--- src/rtl/usr4_pkg.sv ---
// Shared definitions for the 4-bit universal shift register sequencer:
// command op codes, register mode encodings and sequencer states.
package usr4_pkg;

    typedef enum logic [2:0] {
        OP_NOP  = 3'd0,
        OP_LOAD = 3'd1,
        OP_SHR  = 3'd2,
        OP_SHL  = 3'd3,
        OP_ROR  = 3'd4,
        OP_ROL  = 3'd5
    } op_e;

    localparam logic [1:0] MODE_HOLD = 2'b00;
    localparam logic [1:0] MODE_SHR  = 2'b01;
    localparam logic [1:0] MODE_SHL  = 2'b10;
    localparam logic [1:0] MODE_LOAD = 2'b11;

    typedef enum logic [1:0] {
        IDLE = 2'd0,
        RUN  = 2'd1,
        DONE = 2'd2
    } state_e;

    // Raw op field to command; the two unassigned codes behave as NOP.
    function automatic op_e decode_op(input logic [2:0] raw);
        op_e op;
        case (raw)
            3'd1:    op = OP_LOAD;
            3'd2:    op = OP_SHR;
            3'd3:    op = OP_SHL;
            3'd4:    op = OP_ROR;
            3'd5:    op = OP_ROL;
            default: op = OP_NOP;
        endcase
        return op;
    endfunction

    function automatic logic [1:0] op_mode(input op_e op);
        logic [1:0] mode;
        case (op)
            OP_LOAD:         mode = MODE_LOAD;
            OP_SHR, OP_ROR:  mode = MODE_SHR;
            OP_SHL, OP_ROL:  mode = MODE_SHL;
            default:         mode = MODE_HOLD;
        endcase
        return mode;
    endfunction

endpackage

--- src/rtl/usr4_sequencer_step_counter.sv ---
// Loadable down-counter that paces the sequencer's RUN state; flags the
// final step so the FSM can leave RUN on the same edge as the last shift.
module step_counter #(
    parameter int COUNT_W = 4
) (
    input  logic               CLK,
    input  logic               Clr_b,
    input  logic               load,
    input  logic [COUNT_W-1:0] load_val,
    input  logic               dec,
    output logic [COUNT_W-1:0] count,
    output logic               last
);

    logic [COUNT_W-1:0] count_r;

    // Count register: load wins over decrement, and it never goes below zero.
    always_ff @(posedge CLK or negedge Clr_b) begin
        if (!Clr_b) begin
            count_r <= '0;
        end else if (load) begin
            count_r <= load_val;
        end else if (dec && (count_r != '0)) begin
            count_r <= count_r - COUNT_W'(1'b1);
        end else begin
            count_r <= count_r;
        end
    end

    assign count = count_r;
    assign last  = (count_r == COUNT_W'(1'b1));

endmodule

--- src/rtl/usr4_sequencer.sv ---
// Command-driven controller for a 4-bit universal shift register: takes one
// command per handshake, steps the register's mode pins, then pulses done.
module usr4_sequencer
    import usr4_pkg::*;
#(
    parameter int WIDTH   = 4,
    parameter int COUNT_W = 4
) (
    input  logic               CLK,
    input  logic               Clr_b,
    input  logic               cmd_valid,
    output logic               cmd_ready,
    input  logic [2:0]         cmd_op,
    input  logic [COUNT_W-1:0] cmd_count,
    input  logic [WIDTH-1:0]   cmd_data,
    input  logic               cmd_fill,
    input  logic [WIDTH-1:0]   A_par,
    output logic               s1,
    output logic               s0,
    output logic [WIDTH-1:0]   I_par,
    output logic               MSB_in,
    output logic               LSB_in,
    output logic               busy,
    output logic               done
);

    state_e             state_r;
    op_e                op_r;
    logic               fill_r;
    logic [1:0]         mode_r;
    logic [WIDTH-1:0]   i_par_r;
    logic               done_r;
    logic               ready_r;
    logic               busy_r;

    op_e                op_in_s;
    logic [COUNT_W-1:0] steps_s;
    logic               accept_s;
    logic               cnt_dec_s;
    logic               cnt_last_s;
    logic [COUNT_W-1:0] cnt_val_s;
    logic               msb_s;
    logic               lsb_s;

    // Rotates only feed back the end bits; the middle bits are deliberately unused.
    logic               unused_a_par_s;
    logic [COUNT_W-1:0] unused_cnt_s;

    assign unused_a_par_s = ^A_par[WIDTH-2:1];
    assign unused_cnt_s   = cnt_val_s;

    // Number of register operations the incoming command needs.
    always_comb begin
        op_in_s = decode_op(cmd_op);
        case (op_in_s)
            OP_LOAD:                        steps_s = COUNT_W'(1'b1);
            OP_SHR, OP_SHL, OP_ROR, OP_ROL: steps_s = cmd_count;
            default:                        steps_s = '0;
        endcase
    end

    assign accept_s  = (state_r == IDLE) && cmd_valid;
    assign cnt_dec_s = (state_r == RUN);

    step_counter #(
        .COUNT_W (COUNT_W)
    ) u_step_counter (
        .CLK      (CLK),
        .Clr_b    (Clr_b),
        .load     (accept_s),
        .load_val (steps_s),
        .dec      (cnt_dec_s),
        .count    (cnt_val_s),
        .last     (cnt_last_s)
    );

    // Sequencer FSM with registered mode, parallel data and status outputs.
    always_ff @(posedge CLK or negedge Clr_b) begin
        if (!Clr_b) begin
            state_r <= IDLE;
            op_r    <= OP_NOP;
            fill_r  <= 1'b0;
            mode_r  <= MODE_HOLD;
            i_par_r <= '0;
            done_r  <= 1'b0;
            ready_r <= 1'b1;
            busy_r  <= 1'b0;
        end else begin
            case (state_r)
                IDLE: begin
                    if (cmd_valid) begin
                        op_r    <= op_in_s;
                        fill_r  <= cmd_fill;
                        ready_r <= 1'b0;
                        busy_r  <= 1'b1;
                        if (op_in_s == OP_LOAD) begin
                            i_par_r <= cmd_data;
                        end else begin
                            i_par_r <= i_par_r;
                        end
                        // Zero steps (including NOP) completes without touching the register.
                        if (steps_s == '0) begin
                            state_r <= DONE;
                            mode_r  <= MODE_HOLD;
                            done_r  <= 1'b1;
                        end else begin
                            state_r <= RUN;
                            mode_r  <= op_mode(op_in_s);
                            done_r  <= 1'b0;
                        end
                    end else begin
                        state_r <= IDLE;
                        mode_r  <= MODE_HOLD;
                        done_r  <= 1'b0;
                        ready_r <= 1'b1;
                        busy_r  <= 1'b0;
                    end
                end
                RUN: begin
                    if (cnt_last_s) begin
                        state_r <= DONE;
                        mode_r  <= MODE_HOLD;
                        done_r  <= 1'b1;
                    end else begin
                        state_r <= RUN;
                        mode_r  <= mode_r;
                        done_r  <= 1'b0;
                    end
                end
                DONE: begin
                    state_r <= IDLE;
                    mode_r  <= MODE_HOLD;
                    done_r  <= 1'b0;
                    ready_r <= 1'b1;
                    busy_r  <= 1'b0;
                end
                default: begin
                    state_r <= IDLE;
                    mode_r  <= MODE_HOLD;
                    done_r  <= 1'b0;
                    ready_r <= 1'b1;
                    busy_r  <= 1'b0;
                end
            endcase
        end
    end

    // Serial inputs; rotates must see the current A_par, so these stay combinational.
    always_comb begin
        msb_s = 1'b0;
        lsb_s = 1'b0;
        if (state_r == RUN) begin
            case (op_r)
                OP_SHR:  msb_s = fill_r;
                OP_SHL:  lsb_s = fill_r;
                OP_ROR:  msb_s = A_par[0];
                OP_ROL:  lsb_s = A_par[WIDTH-1];
                default: begin
                    msb_s = 1'b0;
                    lsb_s = 1'b0;
                end
            endcase
        end else begin
            msb_s = 1'b0;
            lsb_s = 1'b0;
        end
    end

    assign s1        = mode_r[1];
    assign s0        = mode_r[0];
    assign I_par     = i_par_r;
    assign MSB_in    = msb_s;
    assign LSB_in    = lsb_s;
    assign cmd_ready = ready_r;
    assign busy      = busy_r;
    assign done      = done_r;

endmodule

--- config.mk ---
export PLATFORM = sky130hd
export DESIGN_NAME = usr4_sequencer
export DESIGN_NICKNAME = d
export VERILOG_FILES = /design/src/rtl/usr4_pkg.sv /design/src/rtl/usr4_sequencer_step_counter.sv /design/src/rtl/usr4_sequencer.sv
export SDC_FILE = /design/constraint.sdc
export NUM_CORES = 1
export LEC_CHECK = 0
export BUFFER_PORTS_ARGS = -buffer_cell sky130_fd_sc_hd__buf_2
export CORE_ASPECT_RATIO = 2
export CORE_MARGIN = 2
export CORE_UTILIZATION = 35
export CTS_BUF_LIST = sky130_fd_sc_hd__clkbuf_8
export CTS_CLUSTER_DIAMETER = 30
export DETAILED_ROUTE_END_ITERATION = 16
export SETUP_SLACK_MARGIN = 0.02
export SYNTH_ARGS = -nofsm -noshare
export SYNTH_HDL_FRONTEND = slang
export SYNTH_HIERARCHICAL = 1
export SYNTH_SLANG_ARGS = --single-unit
--- constraint.sdc ---
create_clock -name CLK -period 1.59 [get_ports CLK]
set_clock_uncertainty 0.1 [all_clocks]
set_input_delay 0.159 -clock CLK [delete_from_list [all_inputs] [get_ports CLK]]
set_output_delay 0.159 -clock CLK [all_outputs]
set_load 0.03 [all_outputs]
==> results of run 1 <==
==> cell usage after synthesis, types with 2 or more instances <==
cell type / number / area [um^2]
sky130_fd_sc_hd__dfrtp_1: 17 / 425.4
sky130_fd_sc_hd__nand2_1: 15 / 56.30
sky130_fd_sc_hd__nand3b_1: 5 / 37.54
sky130_fd_sc_hd__mux2_4: 4 / 60.06
sky130_fd_sc_hd__nor2_1: 4 / 15.01
sky130_fd_sc_hd__a21oi_1: 3 / 15.01
sky130_fd_sc_hd__and2_1: 3 / 18.77
sky130_fd_sc_hd__inv_1: 3 / 11.26
sky130_fd_sc_hd__nor3b_1: 3 / 22.52
sky130_fd_sc_hd__o21ai_0: 3 / 15.01
sky130_fd_sc_hd__buf_2: 2 / 10.01
sky130_fd_sc_hd__ha_1: 2 / 25.02
sky130_fd_sc_hd__mux2i_1: 2 / 20.02
sky130_fd_sc_hd__nor3_1: 2 / 10.01
sky130_fd_sc_hd__o21ai_1: 2 / 10.01
sky130_fd_sc_hd__xnor2_1: 2 / 17.52
==> power by group <==
| part | internal [uW] | total [uW] | switching (uW) | leakage, uW |
|---|---|---|---|---|
| sequential | 671 | 809 | 138 | 0.000224 |
| combinational | 619 | 1320 | 700 | 0.000420 |
| clock | 220 | 370 | 150 | 0.0000288 |
==> worst register-to-register path, delay by kind of cell, from the launching register on <==
kind | cells | cell delay (ps)
muxes | 1 | 310
buffers and inverters | 1 | 120
and+or+nand+nor | 2 | 590
DFF | 1 | 400
==> metal layers <==
metal	vias to the layer above	track usage, %	wire (um)
met2	18	27.66	1184
met3	5	2.262	72
li1	422	-	-
met5	-	0	0
met1	395	14.47	806
met4	0	6.774	42
==> registers in the layout, indices dropped and copies added, names as in the netlist <==
register	cells
mode_r	2
fill_r	1
op_r	3
busy	1
cmd_ready	1
u_step_counter/count	4
state_r	2
I_par	4
==> worst max path at each step <==
stage	start	endpoint	slack [ps]
floorplan	state_r[1]$_DFF_PN0_	u_step_counter/count[3]$_DFFE_PN0P_	-150
global placement	state_r[1]$_DFF_PN0_	I_par[2]$_DFFE_PN0P_	-20
detailed placement	state_r[1]$_DFF_PN0_	I_par[1]$_DFFE_PN0P_	-50
CTS	state_r[1]$_DFF_PN0_	LSB_in	-70
global route	state_r[1]$_DFF_PN0_	LSB_in	-130
finish	state_r[1]$_DFF_PN0_	I_par[0]$_DFFE_PN0P_	-50
==> metrics by stage <==
stage,area [um^2],hold slack [ps],TNS (ps),util [%]
after floorplan,1032,-236.6,-542.6,-
after global placement,1235,3.697,-58.32,45.13
after detailed placement,1235,14.64,-211.4,45.13
after CTS,1345,32.37,-416.2,49.15
after global routing,1353,37.65,-868.2,49.43
final,1353,34.29,-295.2,49.43
==> layout by cell type, fill, tap and decap left out, drive strengths merged <==
cell         count
nor3b            3
inv              3
mux2i            2
a21oi            3
nor2             4
nand3            1
clkbuf           4
clkinv           1
a22o             1
or3b             2
nand2           15
o21ai            5
and4b            1
and3             1
a21o             2
nand3b           5
or2b             1
a32o             1
and2             3
nor3             2
a31o             1
nor4b            1
nor2b            1
a221o            1
ha               2
dfstp            1
o221ai           1
o311ai           1
buf             38
mux2             4
nand2b           1
a211oi           1
xnor2            2
dlygate4sd3      2
dfrtp           17
o22ai            1
xor2             1
==> cell families (layout without fill, tap and decap cells) <==
family / after synthesis / in the layout
flops: 18 / 18
fa+ha+maj: 2 / 2
xor+xnor: 3 / 3
compound gates: 18 / 18
buf+inv: 8 / 48
mux: 6 / 6
simple gates: 41 / 41
==> final cells by class <==
type / instances / area [um^2] / area share, %
Multi-Input combinational cell: 70 / 530.5 / 39.22
Tap cell: 29 / 36.28 / 2.683
Sequential cell: 18 / 452.9 / 33.49
Timing Repair Buffer: 40 / 250.2 / 18.50
Inverter: 4 / 27.53 / 2.035
Clock buffer: 4 / 55.05 / 4.070
==> what timing repair did <==
item                       in CTS  in global routing
pin swaps                       0                  0
hold endpoints to repair       18                  0
gates resized for setup         7                  4
setup endpoints to repair       9                 13
buffers inserted                2                  0
hold buffers                    2                  0
==> impl_summary.txt, run 1 <==
----------------------------------------------------
[Clock network]
  Clock transition at the registers of the reported paths ... 70 ps
  Clock sinks ... 18
  TritonCTS clock tree ... built
  Number of H-tree levels ... 1
  Worst-case clock buffer depth ... 2
  Clk_lat worst skew ... about 250 ps
  Total CTS buffers ... 3
  Clk root buf ... sky130_fd_sc_hd__clkbuf_8

[Placed design]
  Post-placement setup slack ... -53.17 ps
  Count of port buffers added during placement ... 27
  Number of placed instances, taps included ... 157
  Last weighted congestion value of the routability-driven placer ... between 0.7 and 0.8
  Total half-perimeter wirelength after legalization and detailed placement ... ~1.7 mm

[Layout]
  Count of fill cells added during filler insertion ... 258
  Total number of nets in the final design ... 158
  Proportion of layout cells with a drive suffix above 1 ... between 40% and 50%
  Number of non-filler instances in the completed layout ... around 170
  Layout overhead on the synthesized area ... 34.29%
  Antenna diode instance count ... 0

[Drt]
  Number of antenna-violating nets in the routed design ... 0
  Iteration-0 DRC Markers ... 16
  Count of vias placed by the detailed router ... 840
  Routed vias/inst ... ~5
  Final routed wirelength across all metal layers ... 2.106 mm
  Average wire length per cell after detail routing ... 12.76 um
  Detailed Routing Iterations Pass 1 ... 4
  DRC errors left ... 0

[Logic synthesis]
  Top FF cell, synth ... sky130_fd_sc_hd__dfrtp_1
  Main combinational cell family by area after synthesis ... simple AND/OR/NAND/NOR gates
  Cell count after synthesis ... 96
  Post-synthesis cell area ... 1007 um^2
  Post-synthesis sequential area ratio ... about 45%
  Fraction of the mapped netlist area in compound gates ... 12.42%
  Flops & latches, synth ... 18
  Average cell area after synthesis ... 10.49 um^2
  Synthesized netlist net count ... 117
  Async set-reset flop share out of synthesis ... 100.0%
  Count of unique library cells instantiated by Yosys ... 40
  Multiplexer share of the synthesized area ... 7.950%
  Area share of fa/ha/maj cells after synthesis ... 2.484%
  Area fraction in and, or, nand and nor cells after synthesis ... 24.84%
  Count of flip-flops with a built-in enable after synthesis ... 0
  Synth warn ... 6
  Synthesized-area fraction occupied by xor and xnor cells ... 2.609%

[Worst setup path]
  CP arrival ... 1680 ps
  Critical path depth in cells ... 4
  Critical path, cell by cell ... or3b_1 > clkinv_8 > nand3_4 > mux2_4
  Count of cells along the worst register-to-register path ... 4
  Capture point of the worst reg-to-reg path ... I_par[0]$_DFFE_PN0P_
  Max stage delay cell, worst path ... sky130_fd_sc_hd__or3b_1
  Category of the critical setup timing path ... flip-flop to flip-flop
  Crit. End Element ... flip-flop
  Crit start category ... flip-flop
  FF-to-FF Start ... state_r[1]$_DFF_PN0_
  Biggest cell delay along the critical path ... 490 ps
  Kind of cell adding the most delay to the critical path ... simple AND/OR/NAND/NOR gates
  Worst path required time ... 1630 ps
  Setup slack on the worst flop-to-flop path ... -50 ps
  Worst path bufs/invs ... 1
  CP Max Fanout ... 10

[Global route]
  Maximum number of pins on one net before global-route repair ... 19
  Combined global-route utilization of all metal layers ... between 10% and 20%
  Initial antenna violation count ... 0
  Global-route wire length before repair ... 3.663 mm
  Via count of the first global-routing pass ... 841
  Residual overflow from global routing ... 0

[Floorplan]
  Placeable Area ... 2736 um^2
  Full die area ... 3349 um^2
  Die Wd ... 41.93 um
  FP Rows ... 27
  Die Span Y ... 79.87 um
  Initial core utilization ... 36.81%
  Top Ports ... 30

[Status]
  Violations in the final reports ... setup timing
  Result of the run ... finished, violations left

[STA]
  Number of setup violations in the final report ... 7
  Final setup slack of the worst path ... -51.24 ps
  Final-report hold violation count ... 0
  Actual transition at the worst max-transition pin ... ~410 ps
  Max Clk Rate ... between 0.6 and 0.7 GHz
  Max-slew headroom at the worst pin ... 72.58%
  Post-layout min period ... 1641 ps
  Setup repair after global routing missed its margin ... true
  Count of final max-slew check failures ... 0
  Final period util ... 103.2%

[Power]
  Leakage ... 0.0006735 uW
  Power per standard cell area ... 1846 nW/um^2
  Post-layout total power ... 2497 uW
  Maximum vdd ir drop ... 735.5 uV

[Worst hold path]
  HP Class ... primary input to flip-flop
  HP Start ... cmd_data[3]
  Worst hold path stage count ... 2
  Worst Hold Path EP ... I_par[3]$_DFFE_PN0P_

[Run]
  Max-cap violations ... 0

----------------------------------------------------
No activity file was read; power rests on OpenSTA's default activity.
==> inputs of run 2 (changes only) <==
- CORE_ASPECT_RATIO: 2 -> unset
- CORE_UTILIZATION: 35 -> 47
- PLACE_DENSITY: unset -> 0.77
==> impl_summary.txt, run 2 (synthesis gave the netlist of run 1 again) <==
----------------------------------------------------
[Placed design]
  Count of port buffers added during placement ... 27 (unchanged)
  Total half-perimeter wirelength after legalization and detailed placement ... 1.638 mm (-2.4%)
  Post-DP Area ... 1232 um^2 (-0.20%)
  Last weighted congestion value of the routability-driven placer ... 0.8395 (+12%)

[Layout]
  Antenna diode instance count ... 0 (unchanged)
  Total number of nets in the final design ... 159 (+0.63%)
  Leading cell type in the layout, fill and taps excluded ... sky130_fd_sc_hd__buf_2
  Post-route design area ... 1361 um^2 (+0.65%)
  Proportion of layout cells with a drive suffix above 1 ... 45.26% (-0.33 points)
  Area occupied by multi-input gates ... 530.5 um^2 (unchanged)
  Total area of sequential cells ... 452.9 um^2 (unchanged)
  Count of fill cells added during filler insertion ... 168 (-35%)
  Layout overhead on the synthesized area ... 35.16%
  Most frequent cells in the layout ... sky130_fd_sc_hd__buf_2, sky130_fd_sc_hd__dfrtp_1, sky130_fd_sc_hd__nand2_1

[Clock network]
  Clock sinks ... 18 (unchanged)
  Clk root buf ... sky130_fd_sc_hd__clkbuf_8
  Total CTS buffers ... 3 (unchanged)
  Worst-case clock buffer depth ... 2 (unchanged)
  TritonCTS clock tree ... built
  Clock transition at the registers of the reported paths ... 70 ps (about the same)
  Number of H-tree levels ... 1 (unchanged)
  Clk_lat worst skew ... 250 ps (about the same)

[Floorplan]
  Full die area ... 2529 um^2 (-24%)
  Die Span Y ... 50.29 um (-37%)
  Top Ports ... 30 (unchanged)
  Die Wd ... 50.29 um (+20%)
  Initial core utilization ... 50.82% (+14 points)
  Placeable Area ... 1982 um^2 (-28%)
  FP Rows ... 16 (-41%)

[STA]
  Final-report hold violation count ... 0 (unchanged)
  Max Clk Rate ... 0.6031 GHz (-1.0%)
  Number of setup violations in the final report ... 2 (-5)
  Final setup slack of the worst path ... -68.03 ps (-16.79 ps)
  Final period util ... 104.3% (+1.1 points)
  Count of final max-slew check failures ... 0 (unchanged)
  Max-slew headroom at the worst pin ... 72.08% (-0.50 points)
  Setup repair after global routing missed its margin ... true
  Post-layout min period ... 1658 ps (+16.79 ps)
  Actual transition at the worst max-transition pin ... 418.8 ps (+7.446 ps)

[Drt]
  Iteration-0 DRC Markers ... 13 (-3)
  Uppermost metal layer occupied by signal nets ... met4
  Amount of wire on met2 after detailed routing ... 1.179 mm (-0.42%)
  Final routed wirelength across all metal layers ... 2.225 mm (+5.7%)
  Number of antenna-violating nets in the routed design ... 0 (unchanged)
  DRC errors left ... 0 (unchanged)
  Routed wl met3 ... 74 um (+2.8%)
  Average wire length per cell after detail routing ... 13.57 um (+6.3%)
  Count of vias placed by the detailed router ... 857 (+2.0%)
  Detailed Routing Iterations Pass 1 ... 5 (+1)
  Met1 Routed Length ... 927 um (+15%)
  Routed vias/inst ... 5.226 (+2.6%)

[Worst setup path]
  Category of the critical setup timing path ... flip-flop to primary output
  FF-to-FF Start ... state_r[1]$_DFF_PN0_
  Worst path required time ... 1330 ps (-300 ps)
  Setup slack on the worst flop-to-flop path ... 50 ps (+100 ps)
  Crit. End Element ... primary output
  Capture point of the worst reg-to-reg path ... I_par[1]$_DFFE_PN0P_
  Crit start category ... flip-flop
  CP Max Fanout ... 3 (-7)
  CP arrival ... 1400 ps (-280 ps)
  Count of cells along the worst register-to-register path ... 4 (unchanged)

[Worst hold path]
  Worst hold path stage count ... 2 (unchanged)
  HP Class ... primary input to flip-flop
  HP Start ... cmd_data[2]
  Worst Hold Path EP ... I_par[2]$_DFFE_PN0P_

[Power]
  Maximum vdd ir drop ... 884.9 uV (+20%)
  Leakage ... 0.0006786 uW (+0.75%)
  Power per standard cell area ... 1857 nW/um^2 (+0.59%)
  Post-layout total power ... 2528 uW (+1.2%)

[Global route]
  Global-route wire length before repair ... 3.829 mm (+4.5%)
  Maximum number of pins on one net before global-route repair ... 19 (unchanged)
  Via count of the first global-routing pass ... 879 (+4.5%)
  Combined global-route utilization of all metal layers ... 20.23% (+5.8 points)
  Residual overflow from global routing ... 0 (unchanged)
  Initial antenna violation count ... 0 (unchanged)

[Status]
  Result of the run ... finished, violations left
  Violations in the final reports ... setup timing

[Run]
  Max-cap violations ... 0 (unchanged)

----------------------------------------------------
-- run 2: cell types whose count changed in the layout (fill, tap and decap cells not counted), sizes merged --
cell | before | now
buf | 38 | 39
-- run 2: area by class of cell --
| cell class | instances | share of cell area (%) |
|---|---|---|
| clock buffer | 4 | 4.044 |
| inverter | 4 | 2.022 |
| timing repair buffer | 41 | 19.21 |
| multi-input combinational | 70 | 38.97 |
| tap | 27 | 2.482 |
| sequential | 18 | 33.27 |
-- run 2: worst max path at each step --
stage | from | end | slack, ps
5_1_grt | state_r[1]$_DFF_PN0_ | MSB_in | -150
2_1_floorplan | state_r[1]$_DFF_PN0_ | u_step_counter/count[3]$_DFFE_PN0P_ | -150
4_1_cts | state_r[1]$_DFF_PN0_ | LSB_in | -60
3_3_place_gp | state_r[1]$_DFF_PN0_ | I_par[3]$_DFFE_PN0P_ | -10
6_report | state_r[1]$_DFF_PN0_ | LSB_in | -70
3_5_place_dp | state_r[1]$_DFF_PN0_ | I_par[1]$_DFFE_PN0P_ | -50
-- run 2: timing repair --
item	CTS	global route
pin swaps	0	1
endpoints found under the hold margin	18	0
endpoints found under the setup margin	8	12
cloned	0	0
gates resized for setup	8	2
hold buffers	2	0
buffers inserted	1	2
-- run 2: critical path: stages, from the launching register on --
cell                      delay, ps
sky130_fd_sc_hd__dfrtp_2        410
sky130_fd_sc_hd__or2b_1         260
sky130_fd_sc_hd__inv_2           80
sky130_fd_sc_hd__buf_6          100
sky130_fd_sc_hd__nand2_2         50
sky130_fd_sc_hd__a21oi_2        120
sky130_fd_sc_hd__buf_6          140
-- run 2: per-stage QoR --
step | TNS [ps] | instances | hold WS [ps] | setup slack, ps | util (%)
3_5_place_dp | -186.4 | 155 | 12.91 | -49.15 | 62.18
6_report | -131.0 | 164 | 33.98 | -68.03 | 68.69
2_1_floorplan | -542.6 | 96 | -236.6 | -147.1 | -
4_1_cts | -110.4 | 162 | 31.39 | -58.64 | 67.42
5_1_grt | -483.1 | 164 | 37.59 | -149.3 | 68.69
3_3_place_gp | -34.49 | 155 | 6.931 | -9.543 | 62.18
-- run 2: power by group --
group          leakage (uW)  switching, uW  internal [uW]
sequential         0.000224            139            671
clock             0.0000288            149            220
combinational      0.000425            709            640
total              0.000679            997           1530
-- run 2: metal layers --
| layer | global-route usage (%) | vias up |
|---|---|---|
| met1 | 23.03 | 412 |
| met2 | 36.84 | 22 |
| met5 | 0 | - |
| met4 | 10.81 | 0 |
| met3 | 2.083 | 4 |
| li1 | - | 419 |
